## src/rtl/wisc_pkg.sv

```systemverilog
// Shared types and default widths for the unified-memory front end.
package wisc_pkg;

  localparam int ADDR_W_DEF = 16;
  localparam int DATA_W_DEF = 16;

  typedef enum logic [1:0] {
    IDLE    = 2'd0,
    BUSY_IF = 2'd1,
    BUSY_D  = 2'd2,
    HALTED  = 2'd3
  } arb_state_t;

endpackage

```

## src/rtl/mem_lat_timer.sv

```systemverilog
// Memory latency timer: load starts a MEM_LAT-cycle countdown and done_o marks the
// cycle in which read data is present on the memory bus.
module mem_lat_timer #(
  parameter int MEM_LAT = 4
) (
  input  logic clk,
  input  logic rst_n,
  input  logic load_i,
  output logic done_o
);

  localparam int CNT_W = $clog2(MEM_LAT + 1);

  logic [CNT_W-1:0] cnt_q;
  logic [CNT_W-1:0] cnt_d;

  always_comb begin
    cnt_d = cnt_q;
    if (load_i) begin
      cnt_d = CNT_W'(MEM_LAT);
    end else if (cnt_q != '0) begin
      cnt_d = cnt_q - 1'b1;
    end
  end

  always_ff @(posedge clk or negedge rst_n) begin
    if (!rst_n) begin
      cnt_q <= '0;
    end else begin
      cnt_q <= cnt_d;
    end
  end

  // Loaded in the strobe cycle, so a count of one lands on strobe + MEM_LAT.
  assign done_o = (cnt_q == CNT_W'(1));

endmodule

```

## src/rtl/mem_port_arbiter.sv

```systemverilog
// Single-port memory arbiter between instruction fetch and the data stage; one access
// in flight, data wins unless fetch has been passed over STARVE_LIM times in a row.
module mem_port_arbiter
  import wisc_pkg::*;
#(
  parameter int ADDR_W     = ADDR_W_DEF,
  parameter int DATA_W     = DATA_W_DEF,
  parameter int MEM_LAT    = 4,
  parameter int STARVE_LIM = 3
) (
  input  logic              clk,
  input  logic              rst_n,
  input  logic              if_req,
  input  logic [ADDR_W-1:0] if_addr,
  output logic              if_gnt,
  output logic              if_valid,
  output logic [DATA_W-1:0] if_rdata,
  input  logic              d_req,
  input  logic              d_we,
  input  logic [ADDR_W-1:0] d_addr,
  input  logic [DATA_W-1:0] d_wdata,
  output logic              d_gnt,
  output logic              d_valid,
  output logic [DATA_W-1:0] d_rdata,
  input  logic              halt,
  output logic              halted,
  output logic              stall_if,
  output logic              stall_mem,
  output logic              mem_en,
  output logic              mem_we,
  output logic [ADDR_W-1:0] mem_addr,
  output logic [DATA_W-1:0] mem_wdata,
  input  logic [DATA_W-1:0] mem_rdata
);

  localparam int SW = $clog2(STARVE_LIM + 1);

  arb_state_t        state_q, state_d;
  logic [SW-1:0]     starve_q, starve_d;
  logic              grant_if, grant_d;
  logic              lat_done, acc_done;

  logic              mem_en_q, mem_en_d;
  logic              mem_we_q, mem_we_d;
  logic [ADDR_W-1:0] mem_addr_q, mem_addr_d;
  logic [DATA_W-1:0] mem_wdata_q, mem_wdata_d;
  logic              acc_we_q, acc_we_d;
  logic              if_valid_q, if_valid_d;
  logic              d_valid_q, d_valid_d;
  logic [DATA_W-1:0] if_rdata_q, if_rdata_d;
  logic [DATA_W-1:0] d_rdata_q, d_rdata_d;

  mem_lat_timer #(
    .MEM_LAT (MEM_LAT)
  ) u_lat_timer (
    .clk    (clk),
    .rst_n  (rst_n),
    .load_i (mem_en_q),
    .done_o (lat_done)
  );

  assign acc_done = lat_done && ((state_q == BUSY_IF) || (state_q == BUSY_D));

  always_comb begin
    state_d  = state_q;
    starve_d = starve_q;
    grant_if = 1'b0;
    grant_d  = 1'b0;
    case (state_q)
      IDLE: begin
        if (halt) begin
          state_d = HALTED;
        end else if (d_req && (!if_req || (starve_q < SW'(STARVE_LIM)))) begin
          grant_d = 1'b1;
          state_d = BUSY_D;
          if (if_req && (starve_q < SW'(STARVE_LIM))) begin
            starve_d = starve_q + SW'(1);
          end
        end else if (if_req) begin
          grant_if = 1'b1;
          state_d  = BUSY_IF;
          starve_d = '0;
        end
      end
      BUSY_IF, BUSY_D: begin
        if (acc_done) begin
          state_d = halt ? HALTED : IDLE;
        end
      end
      HALTED: begin
        state_d = HALTED;
      end
      default: begin
        state_d = IDLE;
      end
    endcase
  end

  always_comb begin
    mem_en_d    = grant_if | grant_d;
    mem_we_d    = grant_d & d_we;
    mem_addr_d  = '0;
    mem_wdata_d = '0;
    acc_we_d    = acc_we_q;
    if (grant_d) begin
      mem_addr_d  = d_addr;
      mem_wdata_d = d_wdata;
      acc_we_d    = d_we;
    end else if (grant_if) begin
      mem_addr_d  = if_addr;
    end

    if_valid_d = acc_done && (state_q == BUSY_IF);
    d_valid_d  = acc_done && (state_q == BUSY_D);
    if_rdata_d = if_valid_d ? mem_rdata : if_rdata_q;
    d_rdata_d  = d_rdata_q;
    // Writes report completion with a zeroed data word.
    if (d_valid_d) begin
      d_rdata_d = acc_we_q ? '0 : mem_rdata;
    end
  end

  always_ff @(posedge clk or negedge rst_n) begin
    if (!rst_n) begin
      state_q     <= IDLE;
      starve_q    <= '0;
      mem_en_q    <= 1'b0;
      mem_we_q    <= 1'b0;
      mem_addr_q  <= '0;
      mem_wdata_q <= '0;
      acc_we_q    <= 1'b0;
      if_valid_q  <= 1'b0;
      d_valid_q   <= 1'b0;
      if_rdata_q  <= '0;
      d_rdata_q   <= '0;
    end else begin
      state_q     <= state_d;
      starve_q    <= starve_d;
      mem_en_q    <= mem_en_d;
      mem_we_q    <= mem_we_d;
      mem_addr_q  <= mem_addr_d;
      mem_wdata_q <= mem_wdata_d;
      acc_we_q    <= acc_we_d;
      if_valid_q  <= if_valid_d;
      d_valid_q   <= d_valid_d;
      if_rdata_q  <= if_rdata_d;
      d_rdata_q   <= d_rdata_d;
    end
  end

  // Combinational outputs are masked while reset is held so every output reads 0.
  assign if_gnt    = rst_n & grant_if;
  assign d_gnt     = rst_n & grant_d;
  assign stall_if  = rst_n & if_req & ~if_valid_q;
  assign stall_mem = rst_n & d_req & ~d_valid_q;

  assign if_valid  = if_valid_q;
  assign d_valid   = d_valid_q;
  assign if_rdata  = if_rdata_q;
  assign d_rdata   = d_rdata_q;
  assign halted    = (state_q == HALTED);
  assign mem_en    = mem_en_q;
  assign mem_we    = mem_we_q;
  assign mem_addr  = mem_addr_q;
  assign mem_wdata = mem_wdata_q;

endmodule

```

## config.mk

```make
export PLATFORM = sky130hd
export DESIGN_NAME = mem_port_arbiter
export DESIGN_NICKNAME = d
export VERILOG_FILES = /design/src/rtl/wisc_pkg.sv /design/src/rtl/mem_lat_timer.sv /design/src/rtl/mem_port_arbiter.sv
export SDC_FILE = /design/constraint.sdc
export NUM_CORES = 1
export LEC_CHECK = 0
export CAP_MARGIN = 10
export CORE_ASPECT_RATIO = 1.5
export CORE_MARGIN = 5
export CORE_UTILIZATION = 38
export DETAILED_ROUTE_END_ITERATION = 8
export PLACE_DENSITY_LB_ADDON = 0.05
export SYNTH_ARGS = -nofsm -noshare
export SYNTH_HDL_FRONTEND = slang
export SYNTH_HIERARCHICAL = 1
export SYNTH_SLANG_ARGS = --single-unit
export TNS_END_PERCENT = 100
```

## constraint.sdc

```tcl
create_clock -name clk -period 1.57 [get_ports clk]
set_input_delay 0.2355 -clock clk [delete_from_list [all_inputs] [get_ports clk]]
set_output_delay 0.2355 -clock clk [all_outputs]
set_load 0.1 [all_outputs]
```

---- Yosys cells after proc, flatten, opt, wreduce, memory -nomap -nowiden ----
Index checks and enable logic that the tools add are counted.
cells by class
  multiplexer cells ....................... 22
  add/sub/neg operators ................... 2
  reduce and logical (&&, ||, !) cells .... 15
  order comparisons ....................... 1
  equal/unequal tests ..................... 7
  bitwise gates (word level) .............. 11
operators by type and width
  cell                 number
  $mux 16              4
  $mux 2               8
  $and 1x1->1          7
  $mux 1               7
  $mux 3               2
  $pmux 2 s3           1
  $logic_and 1x1->1    5
  $eq 2x2->1 const B   2
  $ne 4x4->1 const B   1
  $reduce_and 4->1     1
  $reduce_bool 2->1    2
  $eq 3x1->1 const B   1
  $not 1->1            3
  $reduce_bool 3->1    1
  $sub 3x1->3 const B  1
  $add 2x1->2 const B  1
  $eq 2x1->1 const B   1
  $logic_not 2->1      1
  $logic_or 1x1->1     2
  $lt 2x2->1 const B   1
  $ne 2x1->1 const B   1
  $ne 2x2->1 const B   1
  $reduce_and 2->1     1
  $reduce_or 2->1      1
  2 further kinds      2
storage, ports and cells
  bits of input ports ..................... 70
  output and inout bits ................... 73
  register bits after elaboration ......... 76

---- Longest topological paths before layout ----
Gate-level depths: netlist of the first run.
  depth after elaboration ................. 8
  mapped depth ............................ 7
  gate-level depth less buffers ........... 6

---- Modules after synthesis ----
Netlist of the first run, hierarchy kept.
by module, submodules not included
  module            area an instance (um^2)  times used  cells each
  mem_port_arbiter  3041.7                   1           257
  mem_lat_timer     197.7                    1           18

---- Worst setup path before layout of the first run ----
Ideal clock, no wire load.
  path type ............................... reg2out
  start ................................... register state_q[0]
  end ..................................... output port if_gnt
  path slack .............................. -1677 ps
  path buffers ............................ 0
  data arrival time ....................... 3012 ps
  stages on the path, launching flop included .. 5
  path through ............................ dfrtp_1 -> inv_1 -> ha_1 -> nand3b_1 -> nor3b_1
on the way
  longest elaborated chain between the ends .. 3
ends and longest elaborated chain
  element                   line                     source
  start: declaration        mem_port_arbiter.sv:38   arb_state_t state_q, state_d;
  start signal: assignment  mem_port_arbiter.sv:137  state_q <= state_d;
  $logic_not 2->1           mem_port_arbiter.sv:69   case (state_q)
  $mux 1                    mem_port_arbiter.sv:69
  $and 1x1->1               mem_port_arbiter.sv:152  assign if_gnt = rst_n & grant_if;
  end: declaration          mem_port_arbiter.sv:15   output logic if_gnt,
Every way passes these cells.

---- Worst setup path in the final report of the first run ----
Same ends and word-level chain as after synthesis.

==> results of run 1 <==
==> through the flow <==
stage	utilization [%]	setup WS (ns)	total power, mW	TNS, ns
after global placement	68.1	-0.0884	11.4	-1.36
after floorplan	-	-0.338	8.21	-0.932
after global routing	73.1	-0.334	14.2	-0.658
after detailed placement	68.1	-0.124	11.5	-1.90
final	73.1	-0.227	13.6	-0.452
after CTS	72.2	-0.248	13.6	-0.493
==> power by group <==
| part | total, mW | internal (mW) | switching, mW |
|---|---|---|---|
| Clock | 1.94 | 1.19 | 0.751 |
| Combinational | 8.45 | 3.31 | 5.13 |
| Sequential | 3.24 | 2.58 | 0.664 |
==> cells by family after synthesis <==
kind of cell,share of synthesized area [%]
adders and majority gates,3.48
muxes,7.30
DFF,58.7
and+or+nand+nor,20.2
AOI/OAI and AO/OA,5.52
buffers and inverters,4.83
==> metal layers <==
metal	share of wire, %	routed length (um)
met1	36	3420
met2	57	5420
met3	4.9	465
met4	2.3	220
met5	0	0
==> worst max-delay path, delay by kind of cell, from the launching register on <==
kind                     cells  cell delay, ns
buffers and inverters        2            0.30
flip-flops                   1            0.40
adder cells (fa/ha/maj)      1            0.14
AND/OR/NAND/NOR              2            0.39
==> how the worst min path moves through the flow <==
stage	end
CTS	if_rdata[2]
global placement	mem_addr[5]
floorplan	acc_we_q
finish	d_rdata[2]
global route	d_rdata[2]
detailed placement	mem_addr[15]
==> layout by cell type, fill, tap and decap left out, types with 2 or more instances in the layout <==
master | synthesis | layout
ha_4 | 0 | 4
clkbuf_8 | 1 | 3
buf_6 | 6 | 4
nand2_1 | 35 | 35
and2b_2 | 2 | 2
clkbuf_16 | 0 | 9
nor2b_1 | 5 | 3
buf_12 | 0 | 77
o21ai_0 | 16 | 16
clkinv_2 | 0 | 3
nor2_2 | 2 | 2
dfrtp_1 | 76 | 74
buf_4 | 1 | 27
nor2b_4 | 0 | 2
mux2_2 | 17 | 17
ha_1 | 9 | 5
and3_1 | 13 | 12
nor2_4 | 0 | 2
nor2_1 | 4 | 2
nand2b_1 | 16 | 16
inv_2 | 0 | 3
clkdlybuf4s50_1 | 0 | 67
dfrtp_2 | 0 | 2
and3_2 | 5 | 5
nand3_1 | 17 | 17
inv_1 | 6 | 3
mux2_4 | 3 | 3
nand4_1 | 16 | 16
==> state kept, by name (all words and copies together) (netlist names) <==
signal,cells
acc_we_q,1
d_rdata,16
d_valid,1
if_rdata,16
if_valid,1
mem_addr,16
mem_en,1
mem_wdata,16
mem_we,1
starve_q,2
state_q,2
u_lat_timer/cnt_q,3
==> synthesized netlist by cell type, types with 6 or more instances <==
library cell,count
o21ai_0,16
nand2_1,35
ha_1,9
nand4_1,16
mux2_2,17
nand2b_1,16
and3_1,13
dfrtp_1,76
inv_1,6
buf_6,6
nand3_1,17
==> repair_timing <==
action | 4_1_cts | 5_1_grt
setup buffers | 4 | 3
pin swaps | 4 | 2
resized for setup | 5 | 9
endpoints found under the setup margin | 5 | 36
hold buffers | 1 | 0
endpoints found under the hold margin | 11 | 0
gates cloned | 0 | 0
==> layout make-up <==
class | instances | area share, %
multi-input combinational | 175 | 21.0
sequential | 76 | 31.2
timing repair buffer | 177 | 40.6
inverter | 6 | 0.369
clock buffer | 12 | 4.36
tap | 107 | 2.19
clock inverter | 4 | 0.369
==> impl_metrics.py, run 1 <==
metrics = {
    "global_route": {
        "track_usage_pct": 18.5,
        "grt_max_degree": 34,
        "use_met3_pct": 4.73,
        "met2_usage_pct": 34.0,
        "grt_pass1_wl_um": 14800,
        "top_usage_layer": "met2",
        "grt_pass1_vias": 2812,
        "met1_usage_pct": 20.2,
        "antenna_found_initial": 0,
        "globalRoute.totalOverflow": 0,
    },
    "clock_tree": {
        "cts_tree": "done",
        "clock_latency_ns": 0.32,
        "clk_pin_slew_ns": 0.06,
        "cts_sinks": 76,
        "cts_max_level": 3,
        "cts_buffers": 9,
        "clockRootBuffer": "clkbuf_16",
        "clockBufferDepth": 2,
    },
    "layout": {
        "multi_input_area_um2": 1280,
        "drive_gt1_share_pct": 38.7,
        "synthToLayoutAreaGrowth_pct": 88.6,
        "antenna_cells": 0,
        "register_area_um2": 1900,
        "final_area_um2": 6110,
        "fillers": 564,
        "fin_nets": 524,
        "fin_cells": 557,
    },
    "routing": {
        "drt_iter0_drc": 87,
        "via_per_inst": 4.84,
        "finalWirelength_um": 9530,
        "wl_per_cell_um": 17.1,
        "drc_errors": 0,
        "first_pass_iters": 4,
        "ant_nets": 0,
        "route.vias.total": 2695,
    },
    "yosys": {
        "synth_area_leader_cell": "dfrtp_1",
        "yosysUniqueCellTypes": 37,
        "synth_flop_cell": "dfrtp_1",
        "synth_edf_count": 0,
        "yosys-top-cells-area": "dfrtp_1 59%, mux2_2 5.9%, nand2_1 4.1%, ha_1 3.5%, nand2b_1 3.1%",
        "ys_async_sr_fraction_pct": 100,
        "yosysWarnings": 6,
        "syn_area_per_cell_um2": 11.8,
        "synth-seq-cells": 76,
        "synth_top_area_share_pct": 58.7,
        "yosysSeqAreaShare_pct": 58.7,
        "synth_area_um2": 3240,
        "syn_nets": 354,
        "syn-instance-count": 275,
    },
    "placement": {
        "place.gp.congestion": 0.771,
        "hpwl_um": 7180,
        "dpl_cell_area_um2": 5700,
        "place.port_buffers": 142,
        "placedCellCount": 533,
    },
    "sta": {
        "worst_pin_slew_ns": 0.558,
        "timing.hold.ws_ns": 0.0347,
        "finalWorstSetupSlack_ns": -0.227,
        "max_freq_mhz": 557,
        "fin_skew_ns": 0.00522,
        "setup_viol": 2,
        "rsz0062_at_grt": "true",
        "slew_viol_final": 0,
        "period_minus_slack_ns": 1.80,
        "finalHoldViolations": 0,
        "period_share_pct": 114,
        "slew-limit-headroom_pct": 62.7,
    },
    "power": {
        "ir_worst_vdd_mv": 1.46,
        "p_leak_nw": 2.88,
        "powerDensity_nw_per_um2": 2230,
    },
    "worst_setup_path": {
        "crit_chain": "inv_2 -> ha_4 -> nand3b_1 -> nor3b_4 -> buf_12",
        "crit_type": "flip-flop to primary output",
        "rr_endpoint": "state_q[1]",
        "worst_setup_path_end_kind": "primary output",
        "cp-endpoint": "if_gnt",
        "start_kind": "flip-flop",
        "cpPeakStageDelay_ns": 0.40,
        "arrival_ns": 1.56,
        "slowest_stage": "dfrtp_1",
        "crit_path_max_fanout": 3,
        "worstRegToRegCells": 6,
        "required_ns": 1.33,
        "cp-startpoint": "state_q[0]",
        "timing.reg2reg.setup_slack_ns": 0.03,
        "reg2reg_from": "u_lat_timer/cnt_q[1]",
    },
    "run": {
        "maxCapViolations": 0,
    },
    "floorplanning": {
        "die_w_um": 85.4,
        "ios": 143,
        "core_area_um2": 8360,
        "rows": 41,
        "start_util_pct": 38.7,
        "dieArea_um2": 10500,
        "die_h_um": 123,
    },
    "outcome": {
        "violations": "setup timing",
        "status": "complete, but fails checks",
    },
    "worst_hold_path": {
        "hold_path.class": "primary input to async pin",
    },
}
(Power assumes the default switching activity.)
==> inputs of run 2 (changes only) <==
--- a/config.mk
+++ b/config.mk
@@ -8,8 +8,9 @@
 export CAP_MARGIN = 10
 export CORE_ASPECT_RATIO = 1.5
 export CORE_MARGIN = 5
-export CORE_UTILIZATION = 38
+export CORE_UTILIZATION = 50
 export DETAILED_ROUTE_END_ITERATION = 8
+export DONT_BUFFER_PORTS = 1
 export PLACE_DENSITY_LB_ADDON = 0.05
 export SYNTH_ARGS = -nofsm -noshare
 export SYNTH_HDL_FRONTEND = slang
==> run 2 against run 1 <==
Against the previous run:
- global-route usage is essentially flat
- hold slack lost 0.45 ns
- non-clock buffer count shrank 79
- the flow finishes with violations (hold timing, setup timing)
- worst setup slack gained 0.022 ns
- core utilization shrank 4.4 points
- routed wire length shrank 18%
- clock skew grew 0.0039 ns
- sequential cell count is the same
- largest cell class is now sequential cells
==> impl_metrics.py, run 2 (same netlist as run 1, synthesis figures left out) <==
metrics = {
    "outcome": {
        "status": "complete, but fails checks",
        "violations": "hold timing, setup timing",
    },
    "layout": {
        "final_common_cell": "buf_4",
        "fin_cells": 447,
        "antenna_cells": 0,
        "fillers": 493,
        "register_area_um2": 1900,
        "final_cell_mix": "81 x buf_4, 74 x dfrtp_1, 35 x nand2_1, 17 x nand3_1, 17 x mux2_2",
        "synthToLayoutAreaGrowth_pct": 35.6,
        "final_area_um2": 4390,
        "drive_gt1_share_pct": 42.6,
        "fin_nets": 445,
        "multi_input_area_um2": 1280,
    },
    "worst_setup_path": {
        "timing.reg2reg.setup_slack_ns": 0.04,
        "worst_setup_path_end_kind": "primary output",
        "arrival_ns": 1.54,
        "start_kind": "flip-flop",
        "required_ns": 1.33,
        "cp_top_family": "flip-flops",
        "cpPeakStageDelay_ns": 0.40,
        "crit_path_max_fanout": 2,
        "crit_chain": "inv_2 -> ha_4 -> nand3b_1 -> nor3b_4 -> buf_12",
        "slowest_stage": "dfrtp_1",
        "crit_type": "flip-flop to primary output",
        "path_buf_inv": 2,
    },
    "worst_hold_path": {
        "hold_path.class": "primary input to async pin",
    },
    "global_route": {
        "grt_pass1_vias": 2252,
        "grt_max_degree": 81,
        "grt_pass1_wl_um": 11300,
        "track_usage_pct": 18.6,
        "globalRoute.totalOverflow": 0,
        "antenna_found_initial": 0,
    },
    "sta": {
        "worst_pin_slew_ns": 0.902,
        "fin_skew_ns": 0.00908,
        "setup_viol": 2,
        "period_share_pct": 113,
        "timing.hold.ws_ns": -0.414,
        "finalWorstSetupSlack_ns": -0.205,
        "slew-limit-headroom_pct": 39.9,
        "slew_viol_final": 0,
        "period_minus_slack_ns": 1.77,
        "finalHoldViolations": 76,
        "max_freq_mhz": 563,
        "rsz0062_at_grt": "true",
    },
    "floorplanning": {
        "die_h_um": 109,
        "start_util_pct": 50.6,
        "rows": 36,
        "ios": 143,
        "die_w_um": 75.7,
        "dieArea_um2": 8220,
        "core_area_um2": 6400,
    },
    "clock_tree": {
        "clockBufferDepth": 2,
        "clk_pin_slew_ns": 0.08,
        "cts_sinks": 76,
        "cts_tree": "done",
        "clock_latency_ns": 0.34,
        "cts_hold_buf": 5,
        "cts_buffers": 9,
        "clockRootBuffer": "clkbuf_8",
        "cts_max_level": 3,
    },
    "routing": {
        "wl_per_cell_um": 17.5,
        "via_per_inst": 5.21,
        "drt_iter0_drc": 117,
        "finalWirelength_um": 7810,
        "first_pass_iters": 4,
        "drc_errors": 0,
        "route.vias.total": 2328,
        "ant_nets": 0,
    },
    "placement": {
        "hpwl_um": 5420,
        "placedCellCount": 416,
        "place.gp.congestion": 0.748,
        "place.port_buffers": 0,
        "dpl_cell_area_um2": 3970,
    },
    "run": {
        "maxCapViolations": 0,
    },
}
[run 2: cell count changes in the layout (fill, tap and decap cells not counted), moves of 3 or more]
cell / previous run / this run
clkbuf_8: 3 / 11
buf_4: 27 / 81
clkdlybuf4s50_1: 67 / 0
buf_12: 77 / 9
clkbuf_16: 9 / 1
buf_6: 4 / 1
dlygate4sd3_1: 1 / 5
[run 2: final cells by class]
type,instances,share of cell area (%)
timing repair buffer,98,20.3
multi-input combinational,175,29.1
clock buffer,12,3.53
inverter,6,0.513
tap,76,2.17
sequential,76,43.4
clock inverter,4,1.08
[run 2: path summary, 6_finish.rpt]
check                                           from      endpoint  depth (start not counted)
worst min register to register           d_rdata[13]   d_rdata[13]                          2
worst max register to register  u_lat_timer/cnt_q[0]   if_rdata[9]                          6
worst max-delay path                      state_q[0]        if_gnt                          5
min in group clk                           d_addr[8]   mem_addr[8]                          2
worst min-delay path                           rst_n  mem_wdata[9]                          0
max in group asynchronous                      rst_n   starve_q[1]                          0
[run 2: timing repair]
item | 4_1_cts | 5_1_grt
cloned | 0 | 1
buffers inserted | 8 | 1
endpoints found under the hold margin | 81 | 76
pin swaps | 5 | 2
setup endpoints to repair | 2 | 42
gates resized for setup | 2 | 13
[run 2: metrics by stage]
| stage | hold slack (ns) | setup TNS (ns) | setup slack [ns] | utilization, % |
|---|---|---|---|---|
| finish | -0.414 | -0.382 | -0.205 | 68.7 |
| global route | -0.442 | -0.581 | -0.289 | 68.7 |
| CTS | -0.442 | -0.458 | -0.227 | 67.3 |
| detailed placement | -0.0578 | 0 | 0.0388 | 62.0 |
| global placement | -0.0582 | 0 | 0.0728 | 62.0 |
| floorplan | -0.0601 | -0.932 | -0.338 | - |
[run 2: routing by layer]
| layer | wire length [um] | vias up | share of wire [%] | GRT usage (%) |
|---|---|---|---|---|
| met5 | 0 | - | 0 | 0 |
| met4 | 221 | 0 | 2.8 | 8.88 |
| met3 | 586 | 17 | 7.5 | 5.67 |
| met2 | 4170 | 76 | 53 | 31.3 |
| met1 | 2830 | 1109 | 36 | 20.8 |
| li1 | - | 1126 | - | - |
Power of run 2 is left out: the tool's default activity adds up to more than one toggle a clock period on the data nets, which glitch-free logic cannot reach.
